<file path="src/rtl/oric_ram_arbiter_if.sv">
// Oric main-RAM arbiter bus bundle: fill control, CPU port, HPS ioctl loader
// channel, RAM port and status. The arbiter uses the slave modport; the
// surrounding system (core, hps_io, RAM array) uses the master modport.
interface oric_ram_arbiter_if;
    logic        clr_start;
    logic [15:0] cpu_addr;
    logic [7:0]  cpu_d;
    logic        cpu_cs;
    logic        cpu_we;
    logic [7:0]  cpu_q;
    logic        ioctl_download;
    logic [7:0]  ioctl_index;
    logic [24:0] ioctl_addr;
    logic [7:0]  ioctl_dout;
    logic        ioctl_wr;
    logic        ioctl_wait;
    logic [15:0] mem_addr;
    logic [7:0]  mem_din;
    logic        mem_we;
    logic [7:0]  mem_q;
    logic        core_reset;
    logic        load_busy;
    logic        load_ovf;

    modport master (
        output clr_start, cpu_addr, cpu_d, cpu_cs, cpu_we,
        output ioctl_download, ioctl_index, ioctl_addr, ioctl_dout, ioctl_wr,
        output mem_q,
        input  cpu_q, ioctl_wait, mem_addr, mem_din, mem_we,
        input  core_reset, load_busy, load_ovf
    );

    modport slave (
        input  clr_start, cpu_addr, cpu_d, cpu_cs, cpu_we,
        input  ioctl_download, ioctl_index, ioctl_addr, ioctl_dout, ioctl_wr,
        input  mem_q,
        output cpu_q, ioctl_wait, mem_addr, mem_din, mem_we,
        output core_reset, load_busy, load_ovf
    );
endinterface

</file>
<file path="src/rtl/oric_ram_arbiter.sv">
// Oric 64 KB main RAM sequencer: fills RAM with FILL_VAL after reset or
// clr_start while holding the core in reset, then shares the single RAM port
// between the CPU (highest priority) and a byte loader fed from hps_io.
// Define ORIC_RAM_LOADER_EN to build the loader FIFO; without it the ioctl
// channel is ignored and the loader status outputs are tied low.
module oric_ram_arbiter #(
    parameter logic [7:0]  FILL_VAL   = 8'hFF,
    parameter int          FIFO_DEPTH = 4,
    parameter logic [7:0]  LOAD_INDEX = 8'd1,
    parameter logic [15:0] LOAD_BASE  = 16'h0500
) (
    input logic               clk_sys,
    input logic               reset,
    oric_ram_arbiter_if.slave bus
);
    typedef enum logic {CLEAR, RUN} state_t;

    state_t      state;
    logic [16:0] fa;
    logic        core_rst;
    logic        pop;
    logic        fifo_empty;
    logic [15:0] head_addr;
    logic [7:0]  head_data;
    logic        unused_bits;

    assign bus.cpu_q      = bus.mem_q;
    assign bus.core_reset = core_rst;

    // Fill sequencer: walk every address once, then hand the port to RUN
    always_ff @(posedge clk_sys) begin
        if (reset || bus.clr_start) begin
            state    <= CLEAR;
            fa       <= '0;
            core_rst <= 1'b1;
        end else if (state == CLEAR) begin
            fa <= fa + 17'd1;
            if (fa[15:0] == 16'hFFFF) begin
                state    <= RUN;
                core_rst <= 1'b0;
            end
        end
    end

    // RAM port mux: fill in CLEAR, otherwise CPU first, then loader FIFO
    always_comb begin
        bus.mem_addr = bus.cpu_addr;
        bus.mem_din  = bus.cpu_d;
        bus.mem_we   = 1'b0;
        pop          = 1'b0;
        if (state == CLEAR) begin
            bus.mem_addr = fa[15:0];
            bus.mem_din  = FILL_VAL;
            bus.mem_we   = 1'b1;
        end else if (!bus.clr_start) begin
            if (bus.cpu_cs) begin
                bus.mem_we = bus.cpu_we;
            end else if (!fifo_empty) begin
                pop          = 1'b1;
                bus.mem_addr = head_addr;
                bus.mem_din  = head_data;
                bus.mem_we   = 1'b1;
            end
        end
    end

`ifdef ORIC_RAM_LOADER_EN
    localparam int               PTR_W   = $clog2(FIFO_DEPTH);
    localparam int               WAIT_I  = FIFO_DEPTH - 1;
    localparam logic [PTR_W:0]   DEPTH_C = FIFO_DEPTH[PTR_W:0];
    localparam logic [PTR_W:0]   WAIT_C  = WAIT_I[PTR_W:0];

    logic [15:0]      fifo_addr [FIFO_DEPTH];
    logic [7:0]       fifo_data [FIFO_DEPTH];
    logic [PTR_W-1:0] wr_ptr;
    logic [PTR_W-1:0] rd_ptr;
    logic [PTR_W:0]   count;
    logic             push_req;
    logic             push_ok;
    logic [15:0]      push_addr;
    logic             ovf;

    assign push_req   = bus.ioctl_wr & bus.ioctl_download & (bus.ioctl_index == LOAD_INDEX);
    assign push_addr  = LOAD_BASE + bus.ioctl_addr[15:0];
    assign push_ok    = push_req && ((count < DEPTH_C) || pop);
    assign fifo_empty = (count == '0);
    assign head_addr  = fifo_addr[rd_ptr];
    assign head_data  = fifo_data[rd_ptr];

    assign bus.ioctl_wait = (count >= WAIT_C);
    assign bus.load_busy  = bus.ioctl_download | ~fifo_empty;
    assign bus.load_ovf   = ovf;
    assign unused_bits    = ^{fa[16], bus.ioctl_addr[24:16]};

    // Loader FIFO: held empty during fill; a pop frees room for a same-cycle push
    always_ff @(posedge clk_sys) begin
        if (reset || bus.clr_start || state == CLEAR) begin
            wr_ptr <= '0;
            rd_ptr <= '0;
            count  <= '0;
        end else begin
            if (push_ok) begin
                fifo_addr[wr_ptr] <= push_addr;
                fifo_data[wr_ptr] <= bus.ioctl_dout;
                wr_ptr            <= wr_ptr + 1'b1;
            end
            if (pop) begin
                rd_ptr <= rd_ptr + 1'b1;
            end
            if (push_ok && !pop) begin
                count <= count + 1'b1;
            end else if (!push_ok && pop) begin
                count <= count - 1'b1;
            end
        end
    end

    // Sticky overflow: a RUN-time byte that found the FIFO full; only reset clears it
    always_ff @(posedge clk_sys) begin
        if (reset) begin
            ovf <= 1'b0;
        end else if (state == RUN && !bus.clr_start && push_req && !push_ok) begin
            ovf <= 1'b1;
        end
    end
`else
    assign fifo_empty     = 1'b1;
    assign head_addr      = '0;
    assign head_data      = '0;
    assign bus.ioctl_wait = 1'b0;
    assign bus.load_busy  = 1'b0;
    assign bus.load_ovf   = 1'b0;
    assign unused_bits    = ^{fa[16], pop, bus.ioctl_download, bus.ioctl_index,
                              bus.ioctl_addr, bus.ioctl_dout, bus.ioctl_wr,
                              LOAD_INDEX, LOAD_BASE, FIFO_DEPTH[0]};
`endif
endmodule

</file>
<file path="src/flat_wrapper.sv">
// flat-port wrapper written by rule: the top's interface ports become plain ports
module oric_ram_arbiter_flat 
#(
    parameter logic [7:0]  FILL_VAL   = 8'hFF,
    parameter int          FIFO_DEPTH = 4,
    parameter logic [7:0]  LOAD_INDEX = 8'd1,
    parameter logic [15:0] LOAD_BASE  = 16'h0500
)
  (clk_sys, reset, bus_clr_start, bus_cpu_addr, bus_cpu_d, bus_cpu_cs, bus_cpu_we, bus_ioctl_download, bus_ioctl_index, bus_ioctl_addr, bus_ioctl_dout, bus_ioctl_wr, bus_mem_q, bus_cpu_q, bus_ioctl_wait, bus_mem_addr, bus_mem_din, bus_mem_we, bus_core_reset, bus_load_busy, bus_load_ovf);
  oric_ram_arbiter_if bus_i ();
  input logic clk_sys;
  input logic reset;
  input wire logic [$bits(bus_i.clr_start)-1:0] bus_clr_start;
  input wire logic [$bits(bus_i.cpu_addr)-1:0] bus_cpu_addr;
  input wire logic [$bits(bus_i.cpu_d)-1:0] bus_cpu_d;
  input wire logic [$bits(bus_i.cpu_cs)-1:0] bus_cpu_cs;
  input wire logic [$bits(bus_i.cpu_we)-1:0] bus_cpu_we;
  input wire logic [$bits(bus_i.ioctl_download)-1:0] bus_ioctl_download;
  input wire logic [$bits(bus_i.ioctl_index)-1:0] bus_ioctl_index;
  input wire logic [$bits(bus_i.ioctl_addr)-1:0] bus_ioctl_addr;
  input wire logic [$bits(bus_i.ioctl_dout)-1:0] bus_ioctl_dout;
  input wire logic [$bits(bus_i.ioctl_wr)-1:0] bus_ioctl_wr;
  input wire logic [$bits(bus_i.mem_q)-1:0] bus_mem_q;
  output wire logic [$bits(bus_i.cpu_q)-1:0] bus_cpu_q;
  output wire logic [$bits(bus_i.ioctl_wait)-1:0] bus_ioctl_wait;
  output wire logic [$bits(bus_i.mem_addr)-1:0] bus_mem_addr;
  output wire logic [$bits(bus_i.mem_din)-1:0] bus_mem_din;
  output wire logic [$bits(bus_i.mem_we)-1:0] bus_mem_we;
  output wire logic [$bits(bus_i.core_reset)-1:0] bus_core_reset;
  output wire logic [$bits(bus_i.load_busy)-1:0] bus_load_busy;
  output wire logic [$bits(bus_i.load_ovf)-1:0] bus_load_ovf;
  assign bus_i.clr_start = bus_clr_start;
  assign bus_i.cpu_addr = bus_cpu_addr;
  assign bus_i.cpu_d = bus_cpu_d;
  assign bus_i.cpu_cs = bus_cpu_cs;
  assign bus_i.cpu_we = bus_cpu_we;
  assign bus_i.ioctl_download = bus_ioctl_download;
  assign bus_i.ioctl_index = bus_ioctl_index;
  assign bus_i.ioctl_addr = bus_ioctl_addr;
  assign bus_i.ioctl_dout = bus_ioctl_dout;
  assign bus_i.ioctl_wr = bus_ioctl_wr;
  assign bus_i.mem_q = bus_mem_q;
  assign bus_cpu_q = bus_i.cpu_q;
  assign bus_ioctl_wait = bus_i.ioctl_wait;
  assign bus_mem_addr = bus_i.mem_addr;
  assign bus_mem_din = bus_i.mem_din;
  assign bus_mem_we = bus_i.mem_we;
  assign bus_core_reset = bus_i.core_reset;
  assign bus_load_busy = bus_i.load_busy;
  assign bus_load_ovf = bus_i.load_ovf;
  oric_ram_arbiter #(.FILL_VAL(FILL_VAL), .FIFO_DEPTH(FIFO_DEPTH), .LOAD_INDEX(LOAD_INDEX), .LOAD_BASE(LOAD_BASE)) u_core (.clk_sys(clk_sys), .reset(reset), .bus(bus_i));
endmodule
</file>
<file path="config.mk">
export PLATFORM = sky130hd
export DESIGN_NAME = oric_ram_arbiter_flat
export DESIGN_NICKNAME = d
export VERILOG_FILES = /design/src/rtl/oric_ram_arbiter_if.sv /design/src/rtl/oric_ram_arbiter.sv /design/src/flat_wrapper.sv
export SDC_FILE = /design/constraint.sdc
export NUM_CORES = 1
export LEC_CHECK = 0
export ABC_AREA = 0
export CAP_MARGIN = 15
export CORE_MARGIN = 2
export CORE_UTILIZATION = 29
export CTS_CLUSTER_SIZE = 25
export DETAILED_ROUTE_END_ITERATION = 10
export PLACE_DENSITY_LB_ADDON = 0.3
export SLEW_MARGIN = 20
export SYNTH_ARGS = -nofsm -noshare
export SYNTH_HDL_FRONTEND = slang
export SYNTH_SLANG_ARGS = --single-unit
</file>
<file path="constraint.sdc">
create_clock -name clk_sys -period 1.7 [get_ports clk_sys]
set_input_delay 0.34 -clock clk_sys [delete_from_list [all_inputs] [get_ports clk_sys]]
set_output_delay 0.34 -clock clk_sys [all_outputs]
set_load 0.03 [all_outputs]
</file>
* Word level (Yosys, flattened, before mapping)
Index checks and enable logic that the tools add are counted.
** Operators by class
- $add $sub $neg :: 1
- Equal/unequal tests :: 1
- Muxes and demuxes :: 7
- Bitwise operators :: 1
- Reduce and logical (&&, ||, !) cells :: 2
** Operators with widths (count)
- adder 17 x 1 -> 17 bit (second input constant) :: 1
- equality test 16 bit (second input constant) :: 1
- 2-to-1 mux 16 bit :: 1
- 2-to-1 mux 8 bit :: 1
- 2-to-1 mux 1 bit :: 5
- AND reduction 2 bit :: 1
- logical OR 1 bit :: 1
- NOT 1 bit :: 1
** Storage, ports and cells
- Bits in registers :: 19
- Bits of input ports :: 80
- Word-level logic and storage cells :: 15

* Depth between registers and ports, before layout
Gate-level depths: netlist of run 1.
- Depth in word-level cells :: 3
- Gate-level depth with buffers :: 5
- Mapped depth without buffers :: 5

* Worst setup path after synthesis of run 1
Ideal clock, no wire load.
- Path type :: register -> output
- From :: register u_core.state
- To :: output port bus_mem_addr[3]
- Arrival time :: 1.322 ns
- Setup slack :: 0.038 ns
- Stages on the path, launching flop included :: 4
- Cell sequence :: dfxtp_1 buf_6 clkbuf_1 o21ai_0
** On the way
- Longest elaborated chain between the ends :: 1
** RTL lines
- start: declaration :: line oric_ram_arbiter.sv:18 : state_t state;
- start signal: assignment :: line oric_ram_arbiter.sv:33 : state <= CLEAR;
- start signal: assignment :: line oric_ram_arbiter.sv:39 : state <= RUN;
- 2-to-1 mux 16 bit :: line oric_ram_arbiter.sv:51 : if (state == CLEAR) begin
- end: declaration :: line flat_wrapper.sv:26 : output wire logic [$bits(bus_i.mem_addr)-1:0] bus_mem_addr;
No other way between the ends.

* Worst setup path in the final report of run 1
- From :: register u_core.state
- To :: output port bus_mem_addr[6]
The elaborated chain is that of the path after synthesis.

==> reports/summary.md, run 1 <==
* mean post-synth cell area: 8.439 um2
* power after layout: 0.8796 mW
* main combinational cell family by area after synthesis: simple AND/OR/NAND/NOR gates
* DRC errors left: 0
* Final setup violation count: 0
* placed standard-cell area: 1657 um2
* synth-to-layout area growth: 56.93%
* std cell rows: 22
* category of the most critical setup path: reg -> out
* dominant delay contributor by cell family on the critical path: flip-flops
* Crit path required time: 1.36 ns
* Max Transition Viols Final: 0
* Synth warnings: 0
* Crit. End Element: output pin
* routed vias: 1135
* total congestion overflow after global routing: 0
* flop-to-flop setup slack: 0.11 ns
* Mapped Area: 1156 um2
* Die H: 67.14 um
* largest fanout of any net on the critical path: 8
* pin count of the biggest net entering global routing: 17
* CTS Hold Bufs: 0
* number of cell instances on the worst register-to-register path: 6
* initial antenna violation count: 0
* TritonCTS clock tree: yes
* compound-cell area share of the yosys netlist: 8.766%
* port buffer count: 54
* amount of wire on met3 after detailed routing: 322 um
* most numerous cell in the Yosys netlist: sky130_fd_sc_hd__dfxtp_1
* number of clock buffers inserted by TritonCTS: 3
* global-route wire length before repair: 4.823 mm
* worst-case clock skew: 0.001351 ns
* share of cell area taken by muxes after synthesis: 14.50%
* post-synthesis share of cell area spent on and, or, nand and nor gates: 27.71%
* top post-synthesis cells by area: sky130_fd_sc_hd__dfxtp_1 31%, sky130_fd_sc_hd__mux2_2 14%, sky130_fd_sc_hd__buf_4 7.1%
* Synth Area in Adders: 1.082%
* largest stage delay on the critical path: 0.42 ns
* H-Tree Depth: 1
* full die area: 4508 um2
* ratio of routed vias to standard cells: 4.710
* detailed route wirelength on metal2: 1.510 mm
* cell count after synthesis: 137
* synthesis-stage register bit count: 18
* Critical path origin: u_core.state
* post-layout net count: 275
* diode count: 0
* Root Driver: sky130_fd_sc_hd__clkbuf_8
* buffer depth of the longest clock path: 2
* share of the cycle needed by the critical path after routing: 97.61%
* GPL Wtd Cong: 0.7331
* power density cells: 484.8 nW/um2
* core area: 3744 um2
* total global routing track utilization: 13.59%
* worst hold path type: reg -> reg
* I/O pin cnt: 117
* biggest area consumer among synthesized cells: sky130_fd_sc_hd__dfxtp_1
* Crit-path slowest cell: sky130_fd_sc_hd__dfxtp_4
* instance count along the most critical hold path: 1
* HPWL after detailed placement: 2.394 mm
* end point of the worst hold path: u_core.bus.core_reset
* Final Routed Wirelength: 3.102 mm
* Top Layer Used: met4
* achievable clock frequency: 602.6 MHz
* Commonest cells post-synth: 18 x sky130_fd_sc_hd__dfxtp_1, 14 x sky130_fd_sc_hd__mux2_2, 13 x sky130_fd_sc_hd__nand2_1
* launch point of the worst hold path: u_core.bus.core_reset
* Worst Path Buf+Inv: 2
* minimum period implied by the final worst setup slack: 1.659 ns
* Yosys cell types: 36
* async set or reset register ratio after synthesis: 0%
* Clock transition at path regs: 0.07 ns
* leakage power summed over all cells: 0.7201 nW
* count of TritonRoute iterations in the first routing pass: 4
* Clock Sink Count: 18
* number of max-cap violations: 0
* commonest register cell after synthesis: sky130_fd_sc_hd__dfxtp_1
* startpoint of the worst-slack reg-to-reg timing path: u_core.fa[0]
* die width: 67.14 um
* number of nets with antenna violations after routing: 0
* Starting Density: 30.88%
* Routed wire per std cell: 12.87 um
* peak supply drop: 0.3900 mV
* share of the yosys chip area belonging to registers: 31.17%
* end of the worst register-to-register path: u_core.fa[12]
* type of element launching the critical path: flip-flop
* cells along the critical path: clkbuf_16, mux2_2, buf_6
* arrival time of data at the critical path endpoint: 1.32 ns
* number of failing hold endpoints at the final stage: 0
* routed length on met1: 1.253 mm
* count of routing violations after the opening detailed-route iteration: 12
* clock network latency to the later pin of the worst-skew pair: 0.25 ns
* count of flip-flops with a built-in enable after synthesis: 0
* total non-filler cell area in the finished layout: 1814 um2
* number of global-route vias before repair: 1091
* run status: finished clean
* Yosys top cell area share: 31.17%
* share of the synthesized netlist area taken by xor and xnor gates: 6.061%
* share of post-route cells with drive strength above 1: 33.16%
-- area by class of cell --
type / count / area (um2)
flip-flops and latches: 18 / 364.1
repair buffers: 67 / 639.4
clock buffers: 4 / 55.05
multi-input cells: 102 / 688.2
well taps: 48 / 60.06
fillers: 368 / 1929
inverters: 2 / 7.507
-- routing by layer --
layer | vias up | track usage [%]
met1 | 512 | 15.17
met5 | - | 0
met2 | 48 | 25.50
li1 | 573 | -
met4 | 0 | 3.316
met3 | 2 | 3.500
-- placed cells by master, fill, tap and decap left out, types with 2 or more instances in the layout --
| master | synthesis | layout |
|---|---|---|
| sky130_fd_sc_hd__dfxtp_1 | 18 | 17 |
| sky130_fd_sc_hd__nand2_1 | 13 | 13 |
| sky130_fd_sc_hd__inv_1 | 2 | 2 |
| sky130_fd_sc_hd__nand4_1 | 3 | 3 |
| sky130_fd_sc_hd__a21oi_1 | 6 | 6 |
| sky130_fd_sc_hd__clkbuf_8 | 0 | 4 |
| sky130_fd_sc_hd__mux2_2 | 14 | 14 |
| sky130_fd_sc_hd__buf_4 | 11 | 28 |
| sky130_fd_sc_hd__nand3_1 | 3 | 3 |
| sky130_fd_sc_hd__conb_1 | 1 | 3 |
| sky130_fd_sc_hd__nand2b_1 | 8 | 8 |
| sky130_fd_sc_hd__nor2_1 | 12 | 12 |
| sky130_fd_sc_hd__clkdlybuf4s50_1 | 0 | 29 |
| sky130_fd_sc_hd__xor2_1 | 2 | 2 |
| sky130_fd_sc_hd__xnor2_1 | 6 | 6 |
| sky130_fd_sc_hd__or3_1 | 4 | 4 |
| sky130_fd_sc_hd__o21ai_0 | 7 | 7 |
| sky130_fd_sc_hd__buf_6 | 1 | 7 |
| sky130_fd_sc_hd__nand4b_1 | 2 | 2 |
-- where the power goes --
group          switching (mW)  total [mW]  internal [mW]
clock                   0.144       0.349          0.206
combinational          0.0353       0.105         0.0698
sequential            0.00286       0.425          0.422
-- through the flow --
step | instances | hold slack, ns | TNS (ns) | utilization, % | setup slack [ns]
after global routing | 241 | 0.5267 | -0.001778 | 48.46 | -0.001275
after global placement | 233 | 0.4708 | -0.09950 | 44.25 | -0.06394
final | 241 | 0.4906 | 0 | 48.46 | 0.04058
after floorplan | 139 | 0.4689 | 0 | - | 0.03759
after detailed placement | 233 | 0.4742 | -0.1147 | 44.25 | -0.06939
after CTS | 237 | 0.4909 | 0 | 46.12 | 0.01470
-- worst register-to-register path, cell delays in order, from the launching register on --
cell,delay [ns]
sky130_fd_sc_hd__dfxtp_1,0.41
sky130_fd_sc_hd__ha_1,0.21
sky130_fd_sc_hd__nand3b_1,0.20
sky130_fd_sc_hd__nor3_2,0.23
sky130_fd_sc_hd__buf_4,0.17
sky130_fd_sc_hd__a21oi_1,0.07
sky130_fd_sc_hd__a31o_2,0.20
-- kinds of logic (layout without fill, tap and decap cells) --
| logic type | count (synthesis) | count (layout) |
|---|---|---|
| compound gates | 17 | 17 |
| xor+xnor | 8 | 8 |
| fa+ha+maj | 1 | 1 |
| buf+inv | 19 | 73 |
| flops | 18 | 18 |
| mux | 15 | 15 |
| other cells | 1 | 3 |
| simple gates | 58 | 58 |
-- worst max path at each step --
stage,end,cells past startpoint
after floorplan,bus_mem_addr[3],3
after global placement,u_core.bus.core_reset,5
after detailed placement,u_core.bus.core_reset,5
after CTS,bus_mem_addr[8],3
after global routing,bus_mem_addr[0],3
final,bus_mem_addr[6],3
-- sequential cells by signal (all words and copies together) (netlist names) --
name	count
u_core.state	1
u_core.fa	16
u_core.bus.core_reset	1
-- timing repair --
item	CTS	global route
resized for setup	5	10
buffers inserted	0	3
cloned	0	1
setup endpoints to repair	14	16
Note: power is estimated with default switching activity, not from simulation.
==> run 2: changes to the inputs <==
CELL_PAD_IN_SITES_DETAIL_PLACEMENT = 0   (was not set)
CELL_PAD_IN_SITES_GLOBAL_PLACEMENT = 1   (was not set)
CORE_UTILIZATION = 19   (was 29)
==> run 2 against run 1 <==
Non-clock buffer count is the same. Critical path depth unchanged. Via count is 1.8% lower. Core utilization decreased by 18 points. Total power is 0.42% lower. Wire length shrank 3.4%. Setup slack improved by 0.017 ns. Combinational power barely moved. First-iteration DRC count grew to 2.9 times the previous value. Hold slack worse by 0.0096 ns.
==> reports/summary.md, run 2 (synthesis gave the netlist of run 1 again) <==
* end of the worst register-to-register path: u_core.bus.core_reset
* TritonCTS clock tree: yes
* post-cts sizing count: 1, -4
* GPL Wtd Cong: 0.7670, +4.6%
* Crit. End Element: output pin
* category of the most critical setup path: reg -> out
* largest fanout of any net on the critical path: 19, +11
* run status: finished clean
* filler instances: 633, +72%
* startpoint of the worst-slack reg-to-reg timing path: u_core.fa[11]
* DRC errors left: 0, unchanged
* leakage power summed over all cells: 0.7078 nW, -1.7%
* std cell rows: 28, +27%
* setup repair after global routing missed its margin: false
* global-route wire length before repair: 4.505 mm, -6.6%
* number of cell instances on the worst register-to-register path: 4, -2
* share of post-route cells with drive strength above 1: 33.16%, unchanged
* Final Routed Wirelength: 2.997 mm, -3.4%
* achievable clock frequency: 608.9 MHz, +1.0%
* pin count of the biggest net entering global routing: 20, +3
* count of routing violations after the opening detailed-route iteration: 35, +23
* cells along the critical path: buf_12, mux2_2, buf_4
* Clock transition at path regs: 0.07 ns, about the same
* largest stage delay on the critical path: 0.38 ns, -0.04 ns
* cell total after placement: 264, +13%
* total setup buffers inserted after CTS: 0, unchanged
* routed vias: 1115, -1.8%
* CTS Hold Bufs: 0, unchanged
* Max Transition Viols Final: 0, unchanged
* post-layout net count: 275, unchanged
* leading cell types in the layout, fill and taps excluded: 36 x sky130_fd_sc_hd__buf_4, 29 x sky130_fd_sc_hd__clkdlybuf4s50_1, 17 x sky130_fd_sc_hd__dfxtp_1
* power after layout: 0.8759 mW, -0.42%
* launch point of the worst hold path: u_core.bus.core_reset
* port buffer count: 54, unchanged
* Clock Sink Count: 18, unchanged
* power density cells: 486.2 nW/um2, +0.27%
* max FFs per register: 16, unchanged
* Crit-path slowest cell: sky130_fd_sc_hd__dfxtp_4
* most frequent standard cell in the layout excluding fill and tap cells: sky130_fd_sc_hd__buf_4
* number of nets with antenna violations after routing: 0, unchanged
* die width: 82.01 um, +22%
* Crit path required time: 1.36 ns, about the same
* total congestion overflow after global routing: 0, unchanged
* diode count: 0, unchanged
* dominant delay contributor by cell family on the critical path: flip-flops
* count of TritonRoute iterations in the first routing pass: 6, +2
* arrival time of data at the critical path endpoint: 1.30 ns, -0.02 ns
* total global routing track utilization: 8.583%, -5.0 points
* Root Driver: sky130_fd_sc_hd__clkbuf_8
* number of max-cap violations: 0, unchanged
* number of clock buffers inserted by TritonCTS: 3, unchanged
* Starting Density: 19.64%, -11 points
* Final setup violation count: 0, unchanged
* Routed wire per std cell: 11.18 um, -13%
* core area: 5886 um2, +57%
* clock network latency to the later pin of the worst-skew pair: 0.25 ns, about the same
* ratio of routed vias to standard cells: 4.160, -12%
* share of the cycle needed by the critical path after routing: 96.61%, -1.0 points
* flop-to-flop setup slack: 0.15 ns, +0.04 ns
* Post-Route Hold Slack: 0.4811 ns, -0.009565 ns
* number of failing hold endpoints at the final stage: 0, unchanged
* Die H: 82.01 um, +22%
* peak supply drop: 0.2140 mV, -45%
* full die area: 6725 um2, +49%
* I/O pin cnt: 117, unchanged
* H-Tree Depth: 1, unchanged
* HPWL after detailed placement: 2.404 mm, +0.41%
* initial antenna violation count: 0, unchanged
* worst-case clock skew: 0.002605 ns, +0.001254 ns
* Worst Path Buf+Inv: 2, unchanged
* end point of the worst hold path: u_core.bus.core_reset
* minimum period implied by the final worst setup slack: 1.642 ns, -0.01713 ns
* worst hold path type: reg -> reg
* synth-to-layout area growth: 55.84%
* instance count along the most critical hold path: 1, unchanged
* number of global-route vias before repair: 990, -9.3%
* buffer depth of the longest clock path: 2, unchanged
* non-filler instance count after layout: 268, +11%
* Biggest register: u_core.fa
* type of element launching the critical path: flip-flop
run 2: cell type report:
| cell class | count | area, um2 | share of cell area, % |
|---|---|---|---|
| inverter | 2 | 7.507 | 0.4167 |
| timing repair buffer | 67 | 591.8 | 32.85 |
| sequential | 18 | 364.1 | 20.21 |
| multi-input combinational | 102 | 689.4 | 38.26 |
| clock buffer | 4 | 55.05 | 3.056 |
| tap | 75 | 93.84 | 5.208 |
run 2: worst max-delay path by stage:
stage                       start                    end  slack, ns  cells after the start
floorplan            u_core.state        bus_mem_addr[3]       0.04                      3
global placement    bus_clr_start  u_core.bus.core_reset      -0.07                      5
detailed placement  bus_clr_start  u_core.bus.core_reset      -0.08                      5
CTS                  u_core.state        bus_mem_addr[1]      0.003                      3
global route         u_core.state       bus_mem_addr[12]       0.01                      3
finish               u_core.state       bus_mem_addr[12]       0.06                      3
run 2: worst register-to-register path: stages (launching register included):
cell                      delay [ns]
sky130_fd_sc_hd__dfxtp_1        0.37
sky130_fd_sc_hd__and4_4         0.29
sky130_fd_sc_hd__nand2_4        0.07
sky130_fd_sc_hd__or4_4          0.54
sky130_fd_sc_hd__o22a_1         0.18
run 2: power breakdown:
part | internal, mW | switching (mW) | total (mW)
combinational | 0.0696 | 0.0341 | 0.104
sequential | 0.422 | 0.00308 | 0.425
clock | 0.206 | 0.141 | 0.347
run 2: layer usage:
metal | GRT usage, % | routed length, um
met4 | 2.500 | 25
met2 | 15.04 | 1409
met3 | 2.088 | 188
met1 | 10.32 | 1374
met5 | 0 | 0
run 2: metrics by stage:
step	util (%)	setup WS (ns)	cell area, um2	setup TNS [ns]
after global placement	29.44	-0.07252	1733	-0.1227
after detailed placement	29.44	-0.07775	1733	-0.1236
final	30.61	0.05771	1802	0
after floorplan	-	0.03759	1164	0
after CTS	30.40	0.003118	1789	0
after global routing	30.61	0.01175	1802	0
==> run 3: changes to the inputs <==
CAP_MARGIN = not set   (was 15)
==> results of run 3 <==
The final DEF is identical to that of run 2; final timing and power are the same.
